==> src/rtl/ras_circular_pkg.sv <==
// Shared types for the circular return-address stack and its frontend consumers.
package ras_circular_pkg;

    // Return-address width taken from the core configuration.
    localparam int CORE_VLEN = 64;

    // Top-of-stack view handed to BTB/frontend consumers.
    typedef struct packed {
        logic                 valid;
        logic [CORE_VLEN-1:0] ra;
    } ras_t;

    // Stack operation for one cycle, after priority resolution.
    typedef enum logic [2:0] {
        OP_IDLE,
        OP_FLUSH,
        OP_RESTORE,
        OP_PUSH,
        OP_POP,
        OP_REPLACE
    } ras_op_e;

    // Resolves the request priority: flush > restore > push/pop.
    // Pop on an empty stack is dropped. Push+pop on an empty stack acts as a push.
    function automatic ras_op_e ras_decode(input logic flush, input logic restore,
                                           input logic push, input logic pop,
                                           input logic empty);
        ras_op_e op;
        op = OP_IDLE;
        if (flush)                    op = OP_FLUSH;
        else if (restore)             op = OP_RESTORE;
        else if (push && pop)         op = empty ? OP_PUSH : OP_REPLACE;
        else if (push)                op = OP_PUSH;
        else if (pop && !empty)       op = OP_POP;
        return op;
    endfunction

endpackage

==> src/rtl/ras_circular_if.sv <==
// Request/response bundle between predecode/resolve logic and the RAS.
interface ras_circular_if #(
    parameter int DEPTH = 2,
    parameter int VLEN  = 64
);
    localparam int CNT_W = $clog2(DEPTH + 1);

    logic             flush_bp_i;
    logic             push_i;
    logic             pop_i;
    logic [VLEN-1:0]  data_i;
    logic             ckpt_i;
    logic             restore_i;
    logic [VLEN:0]    data_o;
    logic [CNT_W-1:0] count_o;
    logic             overflow_o;

    modport slave (
        input  flush_bp_i, push_i, pop_i, data_i, ckpt_i, restore_i,
        output data_o, count_o, overflow_o
    );

    modport master (
        output flush_bp_i, push_i, pop_i, data_i, ckpt_i, restore_i,
        input  data_o, count_o, overflow_o
    );
endinterface

==> src/rtl/ras_circular.sv <==
// Circular return-address stack with overwrite-oldest overflow and a
// single-level checkpoint of {tos, count}.
module ras_circular
    import ras_circular_pkg::*;
#(
    parameter  int DEPTH = 2,
    parameter  int VLEN  = CORE_VLEN,
    localparam int PTR_W = (DEPTH > 1) ? $clog2(DEPTH) : 1
) (
    input  logic           clk_i,
    input  logic           rst_ni,
    ras_circular_if.slave  bus
);
    localparam int CNT_W = $clog2(DEPTH + 1);

    typedef logic [PTR_W-1:0] ptr_t;
    typedef logic [CNT_W-1:0] cnt_t;

    localparam ptr_t PTR_LAST = PTR_W'(DEPTH - 1);
    localparam cnt_t CNT_FULL = CNT_W'(DEPTH);

    logic [VLEN-1:0] mem_q [DEPTH];
    ptr_t            tos_q,        tos_d;
    cnt_t            count_q,      count_d;
    ptr_t            ckpt_tos_q,   ckpt_tos_d;
    cnt_t            ckpt_count_q, ckpt_count_d;
    logic            ovf_q,        ovf_d;

    logic            wr_en;
    ptr_t            wr_ptr;
    ras_op_e         op;

    // Explicit wrap compares so non-power-of-two depths stay in range.
    function automatic ptr_t ptr_inc(input ptr_t p);
        return (p == PTR_LAST) ? '0 : ptr_t'(p + 1'b1);
    endfunction

    function automatic ptr_t ptr_dec(input ptr_t p);
        return (p == '0) ? PTR_LAST : ptr_t'(p - 1'b1);
    endfunction

    // Next-state for pointer, occupancy, checkpoint and the memory write port.
    always_comb begin
        op           = ras_decode(bus.flush_bp_i, bus.restore_i, bus.push_i,
                                  bus.pop_i, count_q == '0);
        tos_d        = tos_q;
        count_d      = count_q;
        ckpt_tos_d   = ckpt_tos_q;
        ckpt_count_d = ckpt_count_q;
        ovf_d        = 1'b0;
        wr_en        = 1'b0;
        wr_ptr       = tos_q;

        case (op)
            OP_FLUSH: begin
                tos_d   = '0;
                count_d = '0;
            end
            OP_RESTORE: begin
                tos_d   = ckpt_tos_q;
                count_d = ckpt_count_q;
            end
            OP_PUSH: begin
                tos_d  = ptr_inc(tos_q);
                wr_en  = 1'b1;
                wr_ptr = ptr_inc(tos_q);
                // A full stack keeps its count; the oldest entry is overwritten.
                if (count_q == CNT_FULL) ovf_d   = 1'b1;
                else                     count_d = cnt_t'(count_q + 1'b1);
            end
            OP_POP: begin
                tos_d   = ptr_dec(tos_q);
                count_d = cnt_t'(count_q - 1'b1);
            end
            OP_REPLACE: begin
                wr_en = 1'b1;
            end
            default: ;
        endcase

        // Snapshot is of the state before this cycle's update.
        if (bus.ckpt_i && !bus.flush_bp_i && !bus.restore_i) begin
            ckpt_tos_d   = tos_q;
            ckpt_count_d = count_q;
        end
    end

    // Pointer, occupancy, checkpoint and overflow pulse registers.
    always_ff @(posedge clk_i or negedge rst_ni) begin
        if (!rst_ni) begin
            tos_q        <= '0;
            count_q      <= '0;
            ckpt_tos_q   <= '0;
            ckpt_count_q <= '0;
            ovf_q        <= 1'b0;
        end else begin
            tos_q        <= tos_d;
            count_q      <= count_d;
            ckpt_tos_q   <= ckpt_tos_d;
            ckpt_count_q <= ckpt_count_d;
            ovf_q        <= ovf_d;
        end
    end

    // Entry storage; cleared only by reset, never by flush.
    always_ff @(posedge clk_i or negedge rst_ni) begin
        if (!rst_ni) begin
            for (int i = 0; i < DEPTH; i++) mem_q[i] <= '0;
        end else if (wr_en) begin
            mem_q[wr_ptr] <= bus.data_i;
        end
    end

    assign bus.data_o     = {count_q != '0, mem_q[tos_q]};
    assign bus.count_o    = count_q;
    assign bus.overflow_o = ovf_q;

`ifndef SYNTHESIS
    if (DEPTH < 1 || DEPTH > 64) begin : g_depth_chk
        $error("ras_circular: DEPTH out of range 1..64");
    end

    // Occupancy can never exceed the number of entries.
    always @(posedge clk_i) begin
        if (rst_ni) assert (count_q <= CNT_FULL)
            else $error("ras_circular: count exceeds DEPTH");
    end
`endif

endmodule

==> src/flat_wrapper.sv <==
// flat-port wrapper written by rule: the top's interface ports become plain ports
module ras_circular_flat import ras_circular_pkg::*;
#(
    parameter  int DEPTH = 2,
    parameter  int VLEN  = CORE_VLEN,
    localparam int PTR_W = (DEPTH > 1) ? $clog2(DEPTH) : 1
)
  (clk_i, rst_ni, bus_flush_bp_i, bus_push_i, bus_pop_i, bus_data_i, bus_ckpt_i, bus_restore_i, bus_data_o, bus_count_o, bus_overflow_o);
  ras_circular_if #(.DEPTH(DEPTH), .VLEN(VLEN)) bus_i ();
  input  logic clk_i;
  input  logic rst_ni;
  input wire logic [$bits(bus_i.flush_bp_i)-1:0] bus_flush_bp_i;
  input wire logic [$bits(bus_i.push_i)-1:0] bus_push_i;
  input wire logic [$bits(bus_i.pop_i)-1:0] bus_pop_i;
  input wire logic [$bits(bus_i.data_i)-1:0] bus_data_i;
  input wire logic [$bits(bus_i.ckpt_i)-1:0] bus_ckpt_i;
  input wire logic [$bits(bus_i.restore_i)-1:0] bus_restore_i;
  output wire logic [$bits(bus_i.data_o)-1:0] bus_data_o;
  output wire logic [$bits(bus_i.count_o)-1:0] bus_count_o;
  output wire logic [$bits(bus_i.overflow_o)-1:0] bus_overflow_o;
  assign bus_i.flush_bp_i = bus_flush_bp_i;
  assign bus_i.push_i = bus_push_i;
  assign bus_i.pop_i = bus_pop_i;
  assign bus_i.data_i = bus_data_i;
  assign bus_i.ckpt_i = bus_ckpt_i;
  assign bus_i.restore_i = bus_restore_i;
  assign bus_data_o = bus_i.data_o;
  assign bus_count_o = bus_i.count_o;
  assign bus_overflow_o = bus_i.overflow_o;
  ras_circular #(.DEPTH(DEPTH), .VLEN(VLEN)) u_core (.clk_i(clk_i), .rst_ni(rst_ni), .bus(bus_i));
endmodule
==> config.mk <==
export PLATFORM = sky130hd
export DESIGN_NAME = ras_circular_flat
export DESIGN_NICKNAME = d
export VERILOG_FILES = /design/src/rtl/ras_circular_pkg.sv /design/src/rtl/ras_circular_if.sv /design/src/rtl/ras_circular.sv /design/src/flat_wrapper.sv
export SDC_FILE = /design/constraint.sdc
export NUM_CORES = 1
export LEC_CHECK = 0
export ABC_AREA = 1
export BUFFER_PORTS_ARGS = -buffer_cell sky130_fd_sc_hd__buf_4
export CORE_MARGIN = 2
export CORE_UTILIZATION = 39
export DETAILED_ROUTE_END_ITERATION = 12
export PLACE_DENSITY = 0.59
export SKIP_LAST_GASP = 1
export SLEW_MARGIN = 25
export SYNTH_ARGS = -nofsm -noshare
export SYNTH_HDL_FRONTEND = slang
export SYNTH_SLANG_ARGS = --single-unit
export TNS_END_PERCENT = 5
==> constraint.sdc <==
create_clock -name clk_i -period 5.4 [get_ports clk_i]
set_clock_uncertainty 0.1 [all_clocks]
set_input_delay 0.81 -clock clk_i [delete_from_list [all_inputs] [get_ports clk_i]]
set_output_delay 0.81 -clock clk_i [all_outputs]
set_load 0.1 [all_outputs]
After elaboration in Yosys (flattened, before gate mapping)
Cells that the tools add are included.
Widths: inputs -> output; s select.
- bits in registers: 135
- bits of input ports: 71
- output and inout bits: 68
- logic and storage cells: 57
- add/sub/neg operators: 4
- order comparisons: 3
- eq/ne operators: 7
- multiplexer cells: 21
- bitwise gates (word level): 2
- reductions and logical operators: 13
- operators by type and width (cell ; number):
    $mux 64 ; 4
    $bwmux 128 ; 1
    $demux 64 s1 ; 1
    $mux 3 ; 6
    $pmux 2 s4 ; 1
    $eq 3x2->1 const B ; 2
    $eq 3x3->1 const B ; 2
    $mux 1 ; 6
    $logic_and 1x1->1 ; 5
    $ge 2x2->1 const B ; 2
    $not 1->2 ; 2
    $pmux 1 s4 ; 1
    $reduce_bool 4->1 ; 1
    $eq 3x1->1 const B ; 1
    $logic_not 1->1 ; 3
    $add 2x1->2 const B ; 1
    $eq 2x2->1 const B ; 1
    $logic_not 2->1 ; 1
    $lt 2x1->1 const B ; 1
    $mux 2 ; 1
    $ne 2x2->1 const B ; 1
    $reduce_and 2->1 ; 1
    $reduce_bool 2->1 ; 1
    $reduce_or 2->1 ; 1
    3 further kinds ; 3

Logic depth before layout (Yosys ltp)
Gate-level depths: netlist of run 1.
- depth in word-level cells: 16
- mapped depth: 9

Worst setup path after synthesis of run 1
No wires, ideal clock.
- kind: reg2out
- start point: reg u_core.count_q[1] (netlist: u_core.bus.count_o[1])
- end point: out bus_data_o[64]
- arrival time: 1775 ps
- data required time: 4490 ps
- setup slack: 2715 ps
- stages on the path, launching flop included: 3
- buffers on the path: 0
- path through: dfrtp_1 nor2_1 inv_1
- word-level cells in the longest chain between the ends: 1
- ends and longest elaborated chain (what ; line ; text):
    start: declaration ; ras_circular.sv:24 ; cnt_t count_q, count_d;
    start signal: assignment ; ras_circular.sv:98 ; count_q <= count_d;
    $reduce_bool 2->1 ; ras_circular.sv:114 ; assign bus.data_o = {count_q != '0, mem_q[tos_q]};
    end: declaration ; flat_wrapper.sv:18 ; output wire logic [$bits(bus_i.data_o)-1:0] bus_data_o;
Every way passes these cells.

Final worst setup path of run 1
- start point: reg u_core.tos_q
- end point: out bus_data_o[9]
- word-level cells in the longest chain between the ends: 4
- ends and longest elaborated chain (what ; line ; text):
    start: declaration ; ras_circular.sv:23 ; ptr_t tos_q, tos_d;
    start signal: assignment ; ras_circular.sv:97 ; tos_q <= tos_d;
    $not 1->2 (not written as such) ; ras_circular.sv:114 ;
    $mux 64 (not written as such) (3 in a row) ; ras_circular.sv:114 ;
Every way passes these cells. The select of a mux whose other input is x is not followed.

==> results of run 1 <==
[cells by family after synthesis]
kind of cell               after synthesis  share of synthesized area [%]
AOI/OAI and AO/OA                      131                           14.4
adders and majority gates                1                          0.201
buffers and inverters                  115                           8.87
DFF                                    135                           54.3
muxes                                    1                          0.181
and+or+nand+nor                        359                           22.1
[cell type report]
| type | count | area [µm²] |
|---|---|---|
| clock buffer | 23 | 488 |
| timing repair buffer | 144 | 1120 |
| multi-input combinational | 492 | 2300 |
| clock inverter | 9 | 145 |
| fill | 1531 | 7740 |
| tap | 216 | 270 |
| inverter | 73 | 274 |
| sequential | 135 | 3380 |
[placed cells by master (no fill, tap or decap), drive strengths merged]
cell / synthesis / final
ha: 1 / 1
nand4: 2 / 2
buf: 26 / 143
mux2: 1 / 1
bufinv: 0 / 4
nand2: 343 / 343
clkinv: 0 / 5
nand3: 5 / 5
inv: 73 / 73
o21ai: 131 / 131
or2: 1 / 1
nand3b: 1 / 1
clkbuf: 16 / 24
dfrtp: 135 / 135
nor2: 7 / 7
[registers in the layout (all words and copies together), names as in the netlist]
signal / count
u_core.mem_q: 128
u_core.bus.count_o: 2
u_core.ckpt_count_q: 2
u_core.bus.overflow_o: 1
u_core.ckpt_tos_q: 1
u_core.tos_q: 1
[worst register-to-register path, cell delays in order, from the launching register on]
cell and delay (ns):
dfrtp_2 0.34, buf_4 0.60, inv_2 0.10, ha_1 0.37, nand2_4 0.71, buf_4 0.45
nand2_1 0.08, o21ai_1 0.10
[per-stage QoR]
stage | util (%) | cell area, µm² | instances
2_1_floorplan | - | 6220 | 742
3_3_place_gp | 46.5 | 7310 | 1059
3_5_place_dp | 46.5 | 7310 | 1059
4_1_cts | 50.6 | 7950 | 1091
5_1_grt | 50.8 | 7980 | 1092
6_report | 50.8 | 7980 | 1092
[routing by layer]
| layer | share of wire [%] | track usage (%) | routed length (µm) | vias up |
|---|---|---|---|---|
| met2 | 47 | 28.0 | 6610 | 122 |
| met4 | 1.7 | 7.21 | 244 | 0 |
| met5 | 0 | 0 | 0 | - |
| met3 | 4.9 | 4.43 | 686 | 21 |
| met1 | 46 | 23.4 | 6530 | 2233 |
| li1 | - | - | - | 2540 |
[how the worst max path moves through the flow]
stage	endpoint	cells after the start
floorplan	bus_data_o[64]	2
global placement	u_core.mem_q[72]$_DFFE_PN0P_	8
detailed placement	u_core.mem_q[70]$_DFFE_PN0P_	8
CTS	bus_data_o[9]	6
global route	bus_data_o[60]	6
finish	bus_data_o[9]	6
[power by group through the flow]
stage | sequential, mW | combinational, mW | clock, mW
2_1_floorplan | 1.39 | 1.29 | 0
3_3_place_gp | 1.41 | 1.58 | 0
3_5_place_dp | 1.41 | 1.59 | 0
4_1_cts | 1.40 | 1.60 | 1.26
5_1_grt | 1.44 | 1.69 | 1.30
6_report | 1.40 | 1.58 | 1.23
==> results.ini, run 1 <==
[clock_network]
postCtsSetupRepairBufs = 0
clockRootBuffer = clkbuf_16
cts_tree = built
cts.clk_slew.worst_paths_ns = 0.06
clock_sinks = 135
ctsHoldBuffers = 0
clockBufferDepth = 2
htree_levels = 4
insertion_delay_ns = 0.41
ctsResizeCount = 0
cts_buffers = 17

[sta]
max_freq_mhz = 293
drv_slew = 0
worstMarginPinSlew_ns = 0.957
hold_viol = 0
fin_crit_ns = 3.42
slew_headroom_pct = 36.2
worst_slack_ns = 1.98
fin_tns_setup_ns = 0
setup_viol = 0
holdWs_ns = 0.378
period_share_pct = 63.2
rsz0062_at_grt = false

[detailed_routing]
via_per_inst = 4.50
wl_per_cell_um = 12.9
drcViolationCount = 0
vias = 4916
dr.pass1.iters = 4
detail_route.wirelength_um = 14100
drtIter0Drc = 347
postRouteAntennaNets = 0

[global_routing]
grtUsageTotal_pct = 17.7
grt_pass1_wl_um = 23100
overflow = 0
grt_pass1_vias = 4772
grt_max_degree = 105
antenna_found_initial = 0

[critical_path]
cp_common_cell = buf_4
cp_top_family = buffers and inverters
slowest_delay_ns = 0.61
regToRegSetupSlack_ns = 2.47
worstPathCellList = buf_4 -> inv_2 -> buf_4 -> nand2_1 -> nand2_1 -> buf_4
r2r_start = u_core.tos_q$_DFFE_PN0P_
r2r_cells = 7
crit_buf_inv = 4
cp_slowest_cell = buf_4
start_kind = register
crit_arrival_ns = 2.51
endpoint_kind = primary output
r2r_end = u_core.mem_q[98]$_DFFE_PN0P_
worstSetupPathType = register to primary output
cp_max_fo = 67
critPathLaunch = u_core.tos_q$_DFFE_PN0P_
required_ns = 4.49

[synthesis]
synth.area.top_cells = dfrtp_1 (54%), nand2_1 (21%), o21ai_2 (9.0%), inv_1 (4.4%), o21ai_0 (3.5%)
ys_dominant_reg_cell = dfrtp_1
syn-cell-area_um2 = 6220
ys_seq_area_share_pct = 54.3
avgSynthCellArea_um2 = 8.39
ys_top_cells_by_count = nand2_1 (342), dfrtp_1 (135), inv_1 (73), o21ai_2 (64), o21ai_0 (44)
synthDistinctLibCells = 20
ys_warn_count = 0
yosys.area.top_type = dfrtp_1
synth-seq-cells = 135
synth-async-reset-ratio_pct = 100
synth_edf_count = 0
synth_fp_nets = 814
yosysMostFrequentCell = nand2_1
postSynthCellCount = 742
netlist.area_leader.share_pct = 54.3

[run_status]
outcome = complete, no violations

[placed_design]
port_buffers = 138
pre_cts_slack_ns = 2.15
hpwl_um = 8780
place.gp.congestion = 0.755

[min_path]
hold_path_class = register to register
min_to = u_core.mem_q[46]$_DFFE_PN0P_
worstHoldStart = u_core.mem_q[46]$_DFFE_PN0P_
worstHoldPathCells = 2

[pwr]
comb_power_share_pct = 37.5
p_int_mw = 2.46
p_switching_mw = 1.75
p_clk_share_pct = 29.2
vdd_ir_drop_max_v = 0.000255
p_leak_nw = 4.38
p_per_area_nw_per_um2 = 528
swShare_pct = 41.5
totalPowerFinal_mw = 4.21
pwr-share-seq_pct = 33.2

[layout]
area_delta_synth_final_pct = 28.2
diodes = 0
layout-drive-gt1-share_pct = 28.0
fin_nets = 935

[floorplanning]
die_w_um = 130
core_area_um2 = 15700
die_y_um = 130
num_io_pins = 139
start_util_pct = 39.6
dieArea_um2 = 17000
rows = 46

[job]
cap_violations = 0

No activity file was read; power rests on OpenSTA's default activity.
==> run 2: changes to the inputs <==
Settings changed: PLACE_DENSITY 0.59 to 0.61.
Clock period 5.4 ns to 2.9 ns, I/O delays scaled along.
==> results.ini, run 2 (synthesized netlist as in run 1, its figures left out) <==
[floorplanning]
die_y_um = 130  ; unchanged
dieArea_um2 = 17000  ; unchanged
die_w_um = 130  ; unchanged
rows = 46  ; unchanged
core_area_um2 = 15700  ; unchanged
num_io_pins = 139  ; unchanged
start_util_pct = 39.6  ; unchanged

[global_routing]
met2_usage_pct = 25.2  ; -2.8 points
overflow = 0  ; unchanged
grt_pass1_wl_um = 22000  ; -4.9%
busiest_layer = met2
grt_pass1_vias = 4528  ; -5.1%
grt.met1_usage_pct = 23.4  ; about the same
antenna_found_initial = 0  ; unchanged
grtUsageTotal_pct = 16.8  ; -0.94 points
grt_max_degree = 70  ; -33%
use_met3_pct = 4.39  ; -0.041 points

[layout]
diodes = 0  ; unchanged
largest_register_ffs = 128  ; unchanged
regMostFlops = u_core.mem_q
area_delta_synth_final_pct = 29.6
stdcell_area_um2 = 8060  ; +1.1%
seq_area_um2 = 3380  ; unchanged
layout-drive-gt1-share_pct = 28.3  ; +0.36 points
layout_common_cells = nand2_1 (341), buf_4 (139), dfrtp_1 (134)
fillCellCount = 1515  ; -1.0%
fin_util_pct = 51.3  ; +0.55 points
final_common_cell = nand2_1
fin_nets = 938  ; +0.32%
multi_input_area_um2 = 2300  ; unchanged

[clock_network]
insertion_delay_ns = 0.42  ; about the same
postCtsSetupRepairBufs = 0  ; unchanged
clockBufferDepth = 2  ; unchanged
cts_tree = built
ctsHoldBuffers = 1  ; +1
cts.clk_slew.worst_paths_ns = 0.06  ; about the same
cts_buffers = 17  ; unchanged
htree_levels = 4  ; unchanged
ctsResizeCount = 0  ; unchanged
clock_sinks = 135  ; unchanged
clockRootBuffer = clkbuf_16

[detailed_routing]
postRouteAntennaNets = 0  ; unchanged
wl_per_cell_um = 12.4  ; -3.6%
drtIter0Drc = 340  ; -2.0%
detail_route.wirelength_um = 13600  ; -3.3%
drcViolationCount = 0  ; unchanged
via_per_inst = 4.50  ; -0.11%
vias = 4924  ; +0.16%
dr.pass1.iters = 5  ; +1

[critical_path]
slowest_delay_ns = 0.40  ; -0.21 ns
worstSetupPathType = register to primary output
endpoint_kind = primary output
start_kind = register
cp_common_cell = nand2_1
cp_slowest_cell = dfrtp_2
cp_max_fo = 44  ; -34%
required_ns = 2.37  ; -2.12 ns
worstPathCellList = inv_2 -> buf_12 -> nand2_1 -> nand2_1 -> buf_4
crit_arrival_ns = 1.97  ; -0.54 ns

[run_status]
outcome = complete, no violations

[placed_design]
place.gp.congestion = 0.771  ; +2.1%
port_buffers = 138  ; unchanged
pre_cts_slack_ns = 0.618  ; -1.54 ns
hpwl_um = 8670  ; -1.2%
place_area_um2 = 7400  ; +1.2%

[pwr]
p_per_area_nw_per_um2 = 981  ; +86%
p_leak_nw = 4.41  ; +0.68%
vdd_ir_drop_max_v = 0.000485  ; +90%

[sta]
setup_viol = 0  ; unchanged
holdWs_ns = 0.174  ; -0.203 ns
slew_headroom_pct = 47.6  ; +11 points
fin_tns_setup_ns = 0  ; unchanged
hold_viol = 0  ; unchanged
rsz0062_at_grt = false
drv_slew = 0  ; unchanged
worst_slack_ns = 0.392  ; -1.59 ns
fin_crit_ns = 2.51
period_share_pct = 86.5
worstMarginPinSlew_ns = 0.785  ; -0.172 ns
max_freq_mhz = 399

[min_path]
hold_path_class = input port to register

[job]
cap_violations = 0  ; unchanged

run 2: metrics by stage:
stage / power (mW) / std cells
2_1_floorplan: 5.00 / 742
3_3_place_gp: 5.56 / 1062
3_5_place_dp: 5.60 / 1062
4_1_cts: 7.99 / 1095
5_1_grt: 8.29 / 1095
6_report: 7.91 / 1095
run 2: power by group:
group	internal [mW]	total [mW]	switching (mW)
registers	2.36	2.61	0.245
clock network	1.56	2.36	0.799
logic	0.711	2.94	2.23
total	4.64	7.91	3.28
run 2: area by class of cell:
type                            count  share of cell area (%)
Inverter                           73                    3.40
Multi-Input combinational cell    492                    28.5
Clock buffer                       19                    5.62
Clock inverter                     13                    2.50
Timing Repair Buffer              147                    14.7
Sequential cell                   135                    41.9
Tap cell                          216                    3.35
run 2: worst paths after layout:
path,startpoint,end,slack [ns],depth (start not counted)
setup / recovery,u_core.tos_q$_DFFE_PN0P_,bus_data_o[12],0.39,5
hold / removal,bus_data_i[6],u_core.mem_q[6]$_DFFE_PN0P_,0.17,3
setup reg to reg,u_core.bus.count_o[1]$_DFFE_PN0P_,u_core.mem_q[44]$_DFFE_PN0P_,0.77,8
hold reg to reg,u_core.mem_q[22]$_DFFE_PN0P_,u_core.mem_q[22]$_DFFE_PN0P_,0.38,2
max in group asynchronous,rst_ni,u_core.mem_q[50]$_DFFE_PN0P_,1.51,3
min in group asynchronous,rst_ni,u_core.mem_q[84]$_DFFE_PN0P_,0.45,2
run 2: metal layers:
metal	vias to the layer above	wire (µm)
met2	116	6200
li1	2536	-
met1	2257	6570
met3	15	636
met5	-	0
met4	0	190
run 2: critical path, delay by kind of cell, from the launching register on:
family                 cells  cell delay, ns
and+or+nand+nor            2            0.19
DFF                        1            0.40
buffers and inverters      3            0.94
==> run 3: changes to the inputs <==
Settings changed: ABC_AREA 1 to not set.
==> results.ini, run 3 <==
[synthesis]
ys_top_cells_by_count = dfrtp_1 (135), mux2_2 (126), mux2_4 (60), buf_6 (13), mux2_1 (8)
ys_dominant_reg_cell = dfrtp_1
ys_warn_count = 0  ; unchanged
avgSynthCellArea_um2 = 16.0  ; +90%
synth-seq-cells = 135  ; unchanged
yosys.area.top_type = dfrtp_1
postSynthCellCount = 391  ; -47%
synthDistinctLibCells = 31  ; +55%
synth-async-reset-ratio_pct = 100  ; unchanged
syn-cell-area_um2 = 6240  ; +0.28%
ys_seq_area_share_pct = 54.1  ; -0.15 points
netlist.area_leader.share_pct = 54.1  ; -0.15 points
synth_fp_nets = 463  ; -43%
yosysMostFrequentCell = dfrtp_1
synth.area.top_cells = dfrtp_1 (54%), mux2_2 (23%), mux2_4 (14%), buf_6 (2.3%), mux2_1 (1.4%)
synth_edf_count = 0  ; unchanged

[layout]
layout-drive-gt1-share_pct = 66.7  ; +38 points
layout_common_cells = buf_4 (138), dfrtp_1 (134), mux2_2 (126)
area_delta_synth_final_pct = 29.8
regMostFlops = u_core.mem_q
fin_nets = 605  ; -36%
largest_register_ffs = 128  ; unchanged
final_common_cell = buf_4
fillCellCount = 1372  ; -9.4%
diodes = 0  ; unchanged
final_cell_count_no_fill = 762  ; -30%

[pwr]
totalPowerFinal_mw = 8.41  ; +6.3%
p_per_area_nw_per_um2 = 1040  ; +5.8%
vdd_ir_drop_max_v = 0.000597  ; +23%
p_leak_nw = 3.73  ; -15%

[clock_network]
cts_buffers = 17  ; unchanged
cts.clk_slew.worst_paths_ns = 0.05  ; about the same
clockRootBuffer = clkbuf_16
insertion_delay_ns = 0.41  ; about the same
cts_tree = built
htree_levels = 4  ; unchanged
postCtsSetupRepairBufs = 0  ; unchanged
ctsResizeCount = 0  ; unchanged
clockBufferDepth = 2  ; unchanged
clock_sinks = 135  ; unchanged

[sta]
hold_viol = 0  ; unchanged
period_share_pct = 88.4  ; +2.0 points
holdWs_ns = 0.154  ; -0.0203 ns
slew_headroom_pct = 60.7  ; +13 points
worstMarginPinSlew_ns = 0.589  ; -0.196 ns
rsz0062_at_grt = false
max_freq_mhz = 390  ; -2.2%
setup_viol = 0  ; unchanged
fin_tns_setup_ns = 0  ; unchanged
fin_crit_ns = 2.56  ; +0.0567 ns
drv_slew = 0  ; unchanged

[floorplanning]
rows = 46  ; unchanged
core_area_um2 = 15800  ; +0.37%
die_y_um = 130  ; +0.14%
dieArea_um2 = 17000  ; +0.28%
start_util_pct = 39.6  ; about the same
die_w_um = 130  ; +0.14%
num_io_pins = 139  ; unchanged

[global_routing]
grt_max_degree = 63  ; -10%
overflow = 0  ; unchanged
grtUsageTotal_pct = 15.8  ; -0.92 points
grt_pass1_wl_um = 20600  ; -6.5%
antenna_found_initial = 0  ; unchanged
grt_pass1_vias = 3926  ; -13%

[min_path]
hold_path_class = input port to register
worstHoldStart = bus_data_i[0]

[critical_path]
worstSetupPathType = register to primary output
cp_max_fo = 55  ; +25%
required_ns = 2.37  ; about the same
start_kind = register
crit_arrival_ns = 2.03  ; +0.06 ns
endpoint_kind = primary output
r2r_start = u_core.bus.count_o[1]$_DFFE_PN0P_
critPathLaunch = u_core.tos_q$_DFFE_PN0P_

[detailed_routing]
dr.pass1.iters = 4  ; -1
detail_route.wirelength_um = 12800  ; -6.1%
via_per_inst = 4.79  ; +6.5%
wl_per_cell_um = 16.8  ; +35%
drcViolationCount = 0  ; unchanged
postRouteAntennaNets = 0  ; unchanged
vias = 3651  ; -26%
drtIter0Drc = 114  ; -66%

[run_status]
outcome = complete, no violations

[job]
cap_violations = 0  ; unchanged

[placed_design]
port_buffers = 138  ; unchanged
hpwl_um = 8240  ; -5.1%
place.gp.congestion = 0.740  ; -4.0%
place_inst = 729  ; -31%

run 3: changes by cell type after synthesis, sizes merged, moves of 4 or more:
cell / delta
o21ai: -126
buf: -7
mux2: +193
nand3: -4
inv: -69
nand2: -337
clkbuf: -12
run 3: kinds of logic after synthesis:
group / share of synthesized area (%)
buf+inv: 3.31
compound gates: 1.34
fa+ha+maj: 0.200
simple gates: 2.23
mux: 38.8
flops: 54.1
run 3: worst max-delay path, cell delays in order (launching register included):
cell     delay (ns)
dfrtp_2        0.58
buf_12         0.36
mux2_2         0.40
buf_4          0.24
run 3: path summary, 6_finish.rpt:
check / to / slack (ns) / depth (start not counted)
worst max-delay path: bus_data_o[37] / 0.34 / 3
worst min register to register: u_core.mem_q[42]$_DFFE_PN0P_ / 0.38 / 1
max in group asynchronous: u_core.tos_q$_DFFE_PN0P_ / 1.43 / 3
min in group asynchronous: u_core.mem_q[86]$_DFFE_PN0P_ / 0.46 / 2
worst max register to register: u_core.mem_q[127]$_DFFE_PN0P_ / 0.57 / 6
worst min-delay path: u_core.mem_q[0]$_DFFE_PN0P_ / 0.15 / 2
run 3: timing repair:
action,CTS,global route
endpoints found under the setup margin,0,0
endpoints found under the hold margin,60,0
hold buffers,1,0
run 3: routing by layer:
layer  routed length (µm)  track usage, %  vias to the layer above
li1                     -               -                     1693
met1                 5850            20.7                     1860
met2                 6080            24.5                       87
met3                  733            5.54                       11
met4                  110            5.63                        0
met5                    0               0                        -
run 3: power breakdown:
group          total [mW]  internal [mW]  switching (mW)
Clock                2.20           1.42           0.782
Combinational        3.51           1.12            2.39
Sequential           2.70           2.43           0.272
Total                8.41           4.97            3.44
run 3: area by class of cell:
cell class	count	area, µm²	share of cell area [%]
Sequential cell	135	3380	41.7
Multi-Input combinational cell	229	2660	32.8
Timing Repair Buffer	146	1180	14.5
Clock buffer	24	482	5.95
Tap cell	216	270	3.34
Clock inverter	8	120	1.48
Inverter	4	15.0	0.185
run 3: stage by stage:
stage / utilization (%) / worst slack, ns / instance area (µm²)
4_1_cts: 51.4 / 0.308 / 8100
3_5_place_dp: 47.5 / 0.510 / 7490
3_3_place_gp: 47.5 / 0.537 / 7490
2_1_floorplan: - / 0.0406 / 6240
5_1_grt: 51.4 / 0.274 / 8100
6_report: 51.4 / 0.335 / 8100
